===== src/rtl/mux_shift_unit_pkg.sv =====
`default_nettype none
// ============================================================================
//  Module      : mux_shift_unit_pkg
//  Description : Shared defaults and constants for the mono I2S-style serial
//                output framer (mux_shift_unit and its capture sub-block).
//  Contents    : DEF_DATA_W / DEF_SLOT_W default widths, DELAY_BITS (number of
//                I2S delay bits ahead of the MSB), DELAY_BIT_VAL (its level),
//                cnt_w() helper for saturating counter widths.
//  Revision    : 1.0 - initial release
// ============================================================================
package mux_shift_unit_pkg;

  localparam int DEF_DATA_W = 24;
  localparam int DEF_SLOT_W = 32;

  // One delay bit precedes the MSB in every slot, and it is always low.
  localparam int   DELAY_BITS    = 1;
  localparam logic DELAY_BIT_VAL = 1'b0;

  // Width of a counter that must be able to hold the value n without wrapping.
  function automatic int cnt_w(input int n);
    return $clog2(n + 1);
  endfunction

endpackage
`default_nettype wire


===== src/rtl/mux_shift_capture.sv =====
`default_nettype none
// ============================================================================
//  Module      : mux_shift_capture
//  Description : Bit-serial word capture. Shifts sum_res_i (MSB first) into a
//                DATA_W-bit register every clk; the registered rising edge of
//                last_shift_i moves the word (including the current bit as LSB)
//                into the hold register and clears the capture register.
//  Ports       : clk, rst        - clock, synchronous active-high reset
//                last_shift_i    - word-end marker (rising edge closes a word)
//                sum_res_i       - serial data bit, sampled every clk
//                hold_o          - most recently completed word
//  Revision    : 1.0 - initial release
// ============================================================================
module mux_shift_capture
  import mux_shift_unit_pkg::*;
#(
  parameter int DATA_W = DEF_DATA_W
) (
  input  logic              clk,
  input  logic              rst,
  input  logic              last_shift_i,
  input  logic              sum_res_i,
  output logic [DATA_W-1:0] hold_o
);

  logic [DATA_W-1:0] capture_q, capture_d;
  logic [DATA_W-1:0] hold_q, hold_d;
  logic              ls_q;
  logic [DATA_W-1:0] shifted;
  logic              ls_rise;

  always_comb begin
    shifted   = {capture_q[DATA_W-2:0], sum_res_i};
    ls_rise   = last_shift_i & ~ls_q;
    // The bit arriving with the rise is the word LSB, so the transfer takes
    // the already-shifted value; the capture restarts empty for the next word.
    capture_d = ls_rise ? '0 : shifted;
    hold_d    = ls_rise ? shifted : hold_q;
  end

  always_ff @(posedge clk) begin
    if (rst) begin
      capture_q <= '0;
      hold_q    <= '0;
      ls_q      <= 1'b0;
    end else begin
      capture_q <= capture_d;
      hold_q    <= hold_d;
      ls_q      <= last_shift_i;
    end
  end

  assign hold_o = hold_q;

endmodule
`default_nettype wire


===== src/rtl/mux_shift_unit.sv =====
`default_nettype none
// ============================================================================
//  Module      : mux_shift_unit
//  Description : Serial output framer. Captures the bit-serial summed result
//                into words and, on every lr_clk edge, sends the latest word
//                I2S-style: one delay bit, DATA_W bits MSB first, then zeros.
//                The same word fills left and right slots (mono).
//  Ports       : clk        - system clock, one output bit per cycle
//                rst        - synchronous active-high reset
//                lr_clk     - word select; either edge starts a slot
//                last_shift - word-end marker, rising edge closes a word
//                sum_res    - serial result bit, MSB first
//                out        - registered serial data output
//  Revision    : 1.0 - initial release
// ============================================================================
module mux_shift_unit
  import mux_shift_unit_pkg::*;
#(
  parameter int DATA_W = DEF_DATA_W,
  parameter int SLOT_W = DEF_SLOT_W
) (
  input  logic clk,
  input  logic rst,
  input  logic lr_clk,
  input  logic last_shift,
  input  logic sum_res,
  output logic out
);

  localparam int            KW     = cnt_w(DATA_W);
  localparam logic [KW-1:0] K_LAST = KW'(DATA_W);

  // A slot must at least fit the delay bit plus the whole payload.
  if (SLOT_W < DATA_W + DELAY_BITS) begin : g_slot_too_short
    $error("mux_shift_unit: SLOT_W must be >= DATA_W + DELAY_BITS");
  end

  logic [DATA_W-1:0] hold;

  mux_shift_capture #(
    .DATA_W (DATA_W)
  ) u_capture (
    .clk          (clk),
    .rst          (rst),
    .last_shift_i (last_shift),
    .sum_res_i    (sum_res),
    .hold_o       (hold)
  );

  logic              lr_q;
  logic              lr_edge;
  logic [KW-1:0]     k_q, k_d;
  logic [DATA_W-1:0] slot_q, slot_d;
  logic              out_q, out_d;

  assign lr_edge = lr_clk ^ lr_q;

  always_comb begin
    k_d    = k_q;
    slot_d = slot_q;
    out_d  = 1'b0;
    if (lr_edge) begin
      // Latch the registered hold value: a word closing on this same cycle
      // is not visible yet and goes out from the next slot.
      out_d  = DELAY_BIT_VAL;
      slot_d = hold;
      k_d    = '0;
    end else if (k_q < K_LAST) begin
      out_d  = slot_q[DATA_W-1];
      slot_d = {slot_q[DATA_W-2:0], 1'b0};
      k_d    = k_q + KW'(1);
    end
    // Otherwise the counter stays saturated and the slot is padded with zeros.
  end

  always_ff @(posedge clk) begin
    if (rst) begin
      lr_q   <= 1'b0;
      k_q    <= '0;
      slot_q <= '0;
      out_q  <= 1'b0;
    end else begin
      lr_q   <= lr_clk;
      k_q    <= k_d;
      slot_q <= slot_d;
      out_q  <= out_d;
    end
  end

  assign out = out_q;

endmodule
`default_nettype wire


===== config.mk =====
export PLATFORM = sky130hd
export DESIGN_NAME = mux_shift_unit
export DESIGN_NICKNAME = d
export VERILOG_FILES = /design/src/rtl/mux_shift_unit_pkg.sv /design/src/rtl/mux_shift_capture.sv /design/src/rtl/mux_shift_unit.sv
export SDC_FILE = /design/constraint.sdc
export NUM_CORES = 1
export LEC_CHECK = 0
export ABC_AREA = 1
export BUFFER_PORTS_ARGS = -buffer_cell sky130_fd_sc_hd__buf_2
export CORE_MARGIN = 2
export CORE_UTILIZATION = 35
export DETAILED_ROUTE_END_ITERATION = 6
export GPL_TIMING_DRIVEN = 0
export SYNTH_ARGS = -nofsm -noshare
export SYNTH_HDL_FRONTEND = slang
export SYNTH_SLANG_ARGS = --single-unit
export TNS_END_PERCENT = 5

===== constraint.sdc =====
create_clock -name clk -period 1.1 [get_ports clk]
set_input_delay 0.11 -clock clk [delete_from_list [all_inputs] [get_ports clk]]
set_output_delay 0.11 -clock clk [all_outputs]
set_load 0.02 [all_outputs]

* Word-level counts from Yosys, hierarchy flattened *
Index checks and enable logic that the tools add are counted.

storage, ports and cells
  bits of input ports = 5
  register bits after elaboration = 79
  word-level logic and storage cells = 19

cells by class
  add/subtract/negate cells = 1
  bitwise gates (word level) = 4
  reductions and logical operators = 4
  magnitude comparators = 1
  mux-type cells = 2

operator list
  cell                                          number
  2-to-1 mux 24 bit                             2
  adder 5 x 1 -> 5 bit (second input constant)  1
  < comparator 5 bit (second input constant)    1
  OR reduction 2 bit                            2
  OR reduction 3 bit                            1
  inverter 1 bit                                2
  nonzero test 2 bit                            1
  bitwise AND 1 bit                             1
  XOR 1 bit                                     1

* Depth between registers and ports, before layout *
Gate-level depths: netlist of the first run.

  depth in word-level cells = 3
  mapped depth = 7
  depth with buffers taken out = 6

* By module *
Synthesis of the first run repeated with hierarchy kept, for this count alone.

second synthesis, totals
  cell total of the unflattened synthesis = 451
  area, all modules = 3435.8 um^2

modules (own cells, without submodules)
  module             area an instance (um^2)  times used  seq. area each (um^2)  cells an instance
  mux_shift_unit     1795.5                   1           620.6                  243
  mux_shift_capture  1640.3                   1           960.9                  208

* Least setup slack after synthesis of the first run *
Ideal clock, no wire load.

  kind = register -> register
  from = register lr_q
  to = register slot_q[10]
  stages on the path, launching flop included = 8
  buffers on the path = 2
  clock period less this slack = 1.052 ns
  setup slack = 0.048 ns
  data arrival time = 0.909 ns
  cell sequence = dfxtp_1 -> inv_1 -> nand2_2 -> nand2_2 -> buf_6 -> buf_12 -> nand3_2 -> a21oi_2

between the ends
  word-level cells in the longest chain between the ends = 2
  elaborated cells on any way between the ends = 3

RTL lines
  what                                                     line                  source
  start, declared                                          mux_shift_unit.sv:50  logic lr_q;
  start signal, assigned                                   mux_shift_unit.sv:83  lr_q <= lr_clk;
  XOR 1 bit (*)                                            mux_shift_unit.sv:56  assign lr_edge = lr_clk ^ lr_q;
  2-to-1 mux 24 bit or nonzero test 2 bit (tied branches)  n/a
  end signal, assigned                                     mux_shift_unit.sv:85  slot_q <= slot_d;
  end, declared                                            mux_shift_unit.sv:53  logic [DATA_W-1:0] slot_q, slot_d;

Mark *: on every way between the ends. The rest lies on a longest branch, timed or not.
A chain may end at the register's enable or synchronous reset.

* Worst setup path in the final report of the first run *
  from = register lr_q
  to = register slot_q[14]

The elaborated chain is that of the path after synthesis.

==> reports/qor.log, run 1 <==
qor: worst_setup_path.timing.critical_path.arrival 1.32 ns
qor: min_path.min_path_type primary input to flip-flop
qor: sta.slew_viol_final 0
qor: drt.first_pass_iters 4
qor: placed_design.placed_cells_incl_taps 514
qor: synthesis.synth_seq_cells 79
qor: placed_design.place_area 3390 µm²
qor: synthesis.synth_top_area_share 49.0%
qor: synthesis.seq_area_frac_synth 49.0%
qor: synthesis.syn-cell-area 3230 µm²
qor: worst_setup_path.critPathRequiredTime 1.31 ns
qor: drt.vias 2,379
qor: placed_design.place_hpwl 4350 µm
qor: sta.tightestPinTransition 0.739 ns
qor: status.violations setup timing
qor: final_layout.finish.net_count 425
qor: cts.cts_root_buf sky130_fd_sc_hd__clkbuf_8
qor: final_layout.filler_cell_count 940
qor: final_layout.diodes 0
qor: sta.finalHoldViolCount 0
qor: grt.wire_length_of_the_first_global_routing_pass 10,800 µm
qor: worst_setup_path.critical_path.slowest_cell sky130_fd_sc_hd__dfxtp_2
qor: drt.drt-total-wl 6290 µm
qor: sta.fin_crit 1.11 ns
qor: synthesis.synth_edf_count 0
qor: synthesis.synthesis.nets 405
qor: cts.insertion_delay 0.35 ns
qor: grt.grt_pass1_vias 2,383
qor: cts.cts-htree-levels 3
qor: sta.rsz0062_at_grt true
qor: grt.grt_max_degree 15
qor: flow_run.cap_violations 0
qor: cts.cts_made_buffers 9
qor: drt.routed_via_density 4.45
qor: final_layout.area_growth_syn_to_layout 16.8%
qor: worst_setup_path.cp_cell_sequence inv_2 > nand2_4 > nand2_4 > buf_8 > clkbuf_16 > nand3_2 > a21oi_2
qor: worst_setup_path.timing.critical_path.buf_inv 3
qor: cts.clock_slew_at_reported_path_ffs 0.08 ns
qor: worst_setup_path.worstSetupEndpointType flip-flop
qor: sta.timing.setup.tns -0.0338 ns
qor: drt.post-route-drc-count 0
qor: placed_design.io_buffers 4
qor: worst_setup_path.worstPathMaxFanout 6
qor: cts.tritoncts done
qor: sta.fin_skew 0.00842 ns
qor: sta.final_critical_path_setup_slack -0.0113 ns
qor: worst_setup_path.critPathTopFamily flip-flops
qor: floorplanning.die-area 10,000 µm²
qor: sta.fmax 900 MHz
qor: floorplanning.initial_core_util 35.4%
qor: floorplanning.core 9110 µm²
qor: drt.dr.first_iter.drc_count 68
qor: worst_setup_path.criticalPathCategory flip-flop to flip-flop
qor: drt.drt-wirelength-per-cell 11.8 µm
qor: final_layout.share_of_layout_cells_above_drive_strength_1 25.7%
qor: floorplanning.num_io_pins 6
qor: drt.ant_nets 0
qor: cts.clk_path_buf_depth 2
qor: grt.grt_usage 13.5%
qor: synthesis.yosys_warnings 0
qor: floorplanning.site_row_count 35
qor: synthesis.synth.most_common_cell sky130_fd_sc_hd__dfxtp_1
qor: synthesis.ys_async_sr_fraction 0%
qor: synthesis.synth_area_leaders sky130_fd_sc_hd__dfxtp_1 49%, sky130_fd_sc_hd__nand2_1 9.0%, sky130_fd_sc_hd__nand3_2 6.2%
qor: worst_setup_path.cp_slowest_stage_delay 0.36 ns
qor: synthesis.avgSynthCellArea 8.09 µm²
qor: placed_design.gp_congestion 0.772
qor: sta.worst_hold_slack 0.00192 ns
qor: synthesis.synth_cell_types 24
qor: worst_setup_path.crit_path_start_kind flip-flop
qor: sta.timing.max_slew.rel_slack 50.7%
qor: status.run_status complete, but fails checks
qor: worst_setup_path.timing.critical_path.mode_cell sky130_fd_sc_hd__nand2_4
qor: final_layout.final_area 3770 µm²
qor: final_layout.layoutNonFillerInstCount 535
qor: grt.grt_antenna_before_repair 0
qor: synthesis.synth-main-ff-cell sky130_fd_sc_hd__dfxtp_1
qor: floorplanning.fp.dieH 100 µm
qor: final_layout.final_design_utilization 41.4%
qor: grt.globalRoute.totalOverflow 0
qor: floorplanning.die_w 100 µm
qor: sta.finalCritPeriodShare 101%
qor: sta.final-setup-viol-count 8
qor: pwr.peakVddDrop 0.782 mV
qor: synthesis.synth.cells.most_frequent 79 x sky130_fd_sc_hd__dfxtp_1, 77 x sky130_fd_sc_hd__nand2_1, 52 x sky130_fd_sc_hd__inv_1
qor: pwr.power.density_cell_area 1580 nW/µm²
qor: synthesis.synth_top_cell_by_area sky130_fd_sc_hd__dfxtp_1
qor: cts.hold_bufs_inserted_after_cts 0
qor: synthesis.post_synth_inst_count 399
qor: pwr.power.leakage 1.50 nW
qor: cts.clock_sinks 79
## flip-flops by register name, summed over array words and instances (netlist names)
signal and count:
k_q 5, u_capture.capture_q 23, u_capture.ls_q 1, slot_q 24, out 1, lr_q 1, u_capture.hold_o 24
## tightest hold or removal path, stage by stage
cell and delay, ns:
sky130_fd_sc_hd__buf_2 0.08, sky130_fd_sc_hd__inv_1 0.05, sky130_fd_sc_hd__nor2_1 0.08
## cell families after synthesis
logic type                 count (synthesis)  synth area share (%)
xor gates and xnor gates                   1                 0.271
adders and majority gates                  1                 0.388
AOI/OAI and AO/OA                         76                  14.1
DFF                                       79                  49.0
buffers and inverters                     80                  11.8
and+or+nand+nor                          162                  24.4
## timing repair
item,CTS,global route
buffers inserted,1,2
endpoints found under the setup margin,61,67
pin swaps,12,8
cloned,1,1
resized for setup,24,13
## through the flow
stage	setup WS (ns)	total power [mW]
2_1_floorplan	0.0477	3.58
3_3_place_gp	-0.132	3.70
3_5_place_dp	-0.153	3.72
4_1_cts	-0.0413	5.98
5_1_grt	-0.0964	6.27
6_report	-0.0113	5.97
## worst paths after layout
path | depth (start not counted) | endpoint | slack (ns) | from
max | 7 | slot_q[14] | -0.01 | lr_q
min | 3 | u_capture.ls_q | 0.002 | last_shift
max reg2reg | 7 | slot_q[14] | -0.01 | lr_q
min reg2reg | 2 | u_capture.capture_q[15] | 0.43 | u_capture.capture_q[14]
## placed cells by master (no fill, tap or decap), types with 2 or more instances in the layout
master and n:
sky130_fd_sc_hd__dfxtp_1 75, sky130_fd_sc_hd__nand2_1 74, sky130_fd_sc_hd__inv_1 50, sky130_fd_sc_hd__nand3_1 30, sky130_fd_sc_hd__a21oi_1 30, sky130_fd_sc_hd__nor2_1 27, sky130_fd_sc_hd__a21oi_2 21, sky130_fd_sc_hd__nand3_2 20
sky130_fd_sc_hd__o21ai_0 17, sky130_fd_sc_hd__buf_2 13, sky130_fd_sc_hd__clkbuf_8 10, sky130_fd_sc_hd__buf_4 7, sky130_fd_sc_hd__o21ai_1 7, sky130_fd_sc_hd__nand2_4 5, sky130_fd_sc_hd__buf_6 5, sky130_fd_sc_hd__inv_2 4
sky130_fd_sc_hd__nand2_2 3, sky130_fd_sc_hd__dfxtp_2 3, sky130_fd_sc_hd__buf_8 2, sky130_fd_sc_hd__buf_12 2, sky130_fd_sc_hd__clkinvlp_4 2, sky130_fd_sc_hd__inv_6 2
## routing by layer
metal,track usage (%),part of all wire [%],wire length (µm)
met5,0,0,0
met1,17.3,51,3180
met3,2.72,1.8,115
met4,5.69,1.8,116
met2,22.3,46,2880
## report_power, final
part           switching (mW)  internal [mW]  total (mW)
clock network            1.10           1.12        2.22
logic                   0.380          0.291       0.672
registers              0.0802           3.00        3.08
## layout make-up
cell class | count | area (µm²) | share of cell area (%)
clock buffer | 10 | 138 | 3.65
inverter | 55 | 211 | 5.61
buffer | 25 | 218 | 5.78
clock inverter | 6 | 67.6 | 1.79
sequential | 79 | 1590 | 42.2
tap | 111 | 139 | 3.69
multi-input combinational | 240 | 1310 | 34.7
timing repair buffer | 9 | 100 | 2.66
Power figures use the tool's default switching activity.
==> inputs of run 2 (changes only) <==
Settings changed: REMOVE_ABC_BUFFERS from default to 1.
==> reports/qor.log, run 2 (synthesis results as in run 1) <==
qor: drt.drt-wirelength-per-cell 14.9 µm [+27%]
qor: floorplanning.core 9110 µm² [unchanged]
qor: sta.finalHoldViolCount 0 [unchanged]
qor: drt.post-route-drc-count 0 [unchanged]
qor: min_path.worst_hold_path.num_cells 3 [unchanged]
qor: final_layout.most_common_cell_after_layout_fill_and_taps_aside sky130_fd_sc_hd__nand2_1
qor: worst_setup_path.worstPathMaxFanout 8 [+2]
qor: worst_setup_path.regToRegStartpoint lr_q
qor: final_layout.finish.net_count 418 [-1.6%]
qor: worst_setup_path.r2r_end k_q[3]
qor: min_path.min_path_type primary input to flip-flop
qor: grt.globalRoute.totalOverflow 0 [unchanged]
qor: floorplanning.die-area 10,000 µm² [unchanged]
qor: placed_design.io_buffers 5 [+1]
qor: worst_setup_path.worstSetupEndpointType flip-flop
qor: worst_setup_path.criticalPathCategory flip-flop to flip-flop
qor: placed_design.place_hpwl 3110 µm [-29%]
qor: worst_setup_path.timing.critical_path.mode_cell sky130_fd_sc_hd__nand2_8
qor: floorplanning.site_row_count 35 [unchanged]
qor: floorplanning.num_io_pins 6 [unchanged]
qor: sta.finalCritPeriodShare 101% [-0.49 points]
qor: cts.cts_made_buffers 9 [unchanged]
qor: cts.cts_root_buf sky130_fd_sc_hd__clkbuf_8
qor: cts.tritoncts done
qor: cts.insertion_delay 0.35 ns [about the same]
qor: drt.routed_via_density 5.02 [+13%]
qor: worst_setup_path.timing.reg2reg.setup_slack -0.006 ns [about the same]
qor: sta.tightestPinTransition 0.515 ns [-0.224 ns]
qor: grt.grt_pass1_vias 2,421 [+1.6%]
qor: cts.clock_slew_at_reported_path_ffs 0.08 ns [about the same]
qor: pwr.power.density_cell_area 1670 nW/µm² [+5.5%]
qor: grt.grt_antenna_before_repair 0 [unchanged]
qor: worst_setup_path.crit_path_start_kind flip-flop
qor: drt.drt-total-wl 7890 µm [+25%]
qor: worst_setup_path.r2r.worst_path.cells 5 [-2]
qor: placed_design.gp_congestion 0.677 [-12%]
qor: sta.final-setup-viol-count 2 [-6]
qor: sta.fmax 904 MHz [+0.49%]
qor: grt.grt_max_degree 30 [+15]
qor: drt.ant_nets 0 [unchanged]
qor: final_layout.share_of_layout_cells_above_drive_strength_1 24.0% [-1.7 points]
qor: worst_setup_path.cp_cell_sequence nand2_8 > nand2_8 > nand2_4 > o21bai_1 > inv_1
qor: final_layout.diodes 0 [unchanged]
qor: worst_setup_path.cp_slowest_stage_delay 0.43 ns [+0.07 ns]
qor: drt.vias 2,652 [+11%]
qor: sta.timing.max_slew.rel_slack 65.6% [+15 points]
qor: placed_design.pre_cts_slack -1.11 ns [-0.959 ns]
qor: cts.cts-htree-levels 3 [unchanged]
qor: flow_run.cap_violations 0 [unchanged]
qor: status.run_status complete, but fails checks
qor: worst_setup_path.critical_path.slowest_cell sky130_fd_sc_hd__dfxtp_4
qor: final_layout.final_design_utilization 43.1% [+1.7 points]
qor: cts.clk_path_buf_depth 2 [unchanged]
qor: final_layout.area_growth_syn_to_layout 21.7%
qor: floorplanning.fp.dieH 100 µm [unchanged]
qor: sta.final_critical_path_setup_slack -0.00588 ns [+0.00542 ns]
qor: status.violations setup timing
qor: pwr.power.leakage 1.53 nW [+1.9%]
qor: drt.first_pass_iters 4 [unchanged]
qor: final_layout.highest_count_cells_in_the_layout_ignoring_fill_and_taps 76 x sky130_fd_sc_hd__nand2_1, 73 x sky130_fd_sc_hd__dfxtp_1, 51 x sky130_fd_sc_hd__inv_1
qor: sta.rsz0062_at_grt true
qor: sta.slew_viol_final 0 [unchanged]
qor: min_path.hold-path-endpoint u_capture.ls_q
qor: floorplanning.initial_core_util 35.4% [unchanged]
qor: min_path.hold_sp last_shift
qor: sta.fin_skew 0.00696 ns [-0.00146 ns]
qor: floorplanning.die_w 100 µm [unchanged]
qor: worst_setup_path.critPathRequiredTime 1.40 ns [+0.09 ns]
qor: drt.dr.first_iter.drc_count 172 [+150%]
qor: cts.clock_sinks 79 [unchanged]
qor: grt.grt_usage 15.6% [+2.1 points]
qor: grt.wire_length_of_the_first_global_routing_pass 12,100 µm [+12%]
qor: sta.fin_crit 1.11 ns [-0.00542 ns]
qor: pwr.peakVddDrop 0.595 mV [-24%]
qor: worst_setup_path.timing.critical_path.arrival 1.40 ns [+0.08 ns]
run 2: stage by stage:
stage	power, mW	TNS [ns]	instance area [µm²]	instances	hold WS [ns]
4_1_cts	6.56	-0.296	3770	519	0.132
2_1_floorplan	3.51	-66.17	3050	374	0.172
3_3_place_gp	3.63	-118.57	3220	490	0.331
5_1_grt	6.84	-0.955	3930	528	0.172
6_report	6.56	-0.0108	3930	528	0.158
3_5_place_dp	3.64	-62.61	3220	490	0.354
run 2: critical path, delay by kind of cell, from the launching register on:
kind                   cells  cell delay, ns
AO/OA/AOI/OAI              1            0.17
buffers and inverters      1            0.05
flip-flops                 1            0.43
AND/OR/NAND/NOR            3            0.39
run 2: worst max path at each step:
stage                        start                endpoint  slack, ns
detailed placement            lr_q                  k_q[3]      -1.11
CTS                         k_q[3]                  k_q[2]      -0.06
global route                  lr_q                  k_q[3]      -0.05
global placement    u_capture.ls_q  u_capture.capture_q[8]      -2.35
finish                        lr_q                  k_q[3]     -0.006
floorplan           u_capture.ls_q  u_capture.capture_q[0]      -1.34
run 2: power by group:
| group | leakage, nW | internal (mW) | switching (mW) | total (mW) |
|---|---|---|---|---|
| logic | 0.744 | 0.260 | 0.451 | 0.712 |
| registers | 0.651 | 2.99 | 0.0875 | 3.08 |
| clock network | 0.133 | 1.72 | 1.05 | 2.78 |
run 2: per-layer routing:
layer  GRT usage [%]  share of wire [%]  up-vias
met3            3.76                5.4       14
met5               0                  0        -
met2            25.6                 48       71
li1                -                  -     1297
met1            20.0                 45     1270
met4            6.01                1.6        0
run 2: repair_timing:
item                       in CTS  in global routing
resized for setup              29                 11
hold buffers                    1                  0
setup endpoints to repair      77                 73
pin swaps                      10                 10
hold endpoints to repair        2                  0
setup buffers                   4                  3
gates cloned                    8                  6
run 2: cell type report:
class,count,area [µm²]
fillers,913,5180
flip-flops and latches,79,1600
clock inverters,7,135
multi-input cells,254,1540
clock buffers,9,124
inverters,55,240
well taps,111,139
repair buffers,13,144
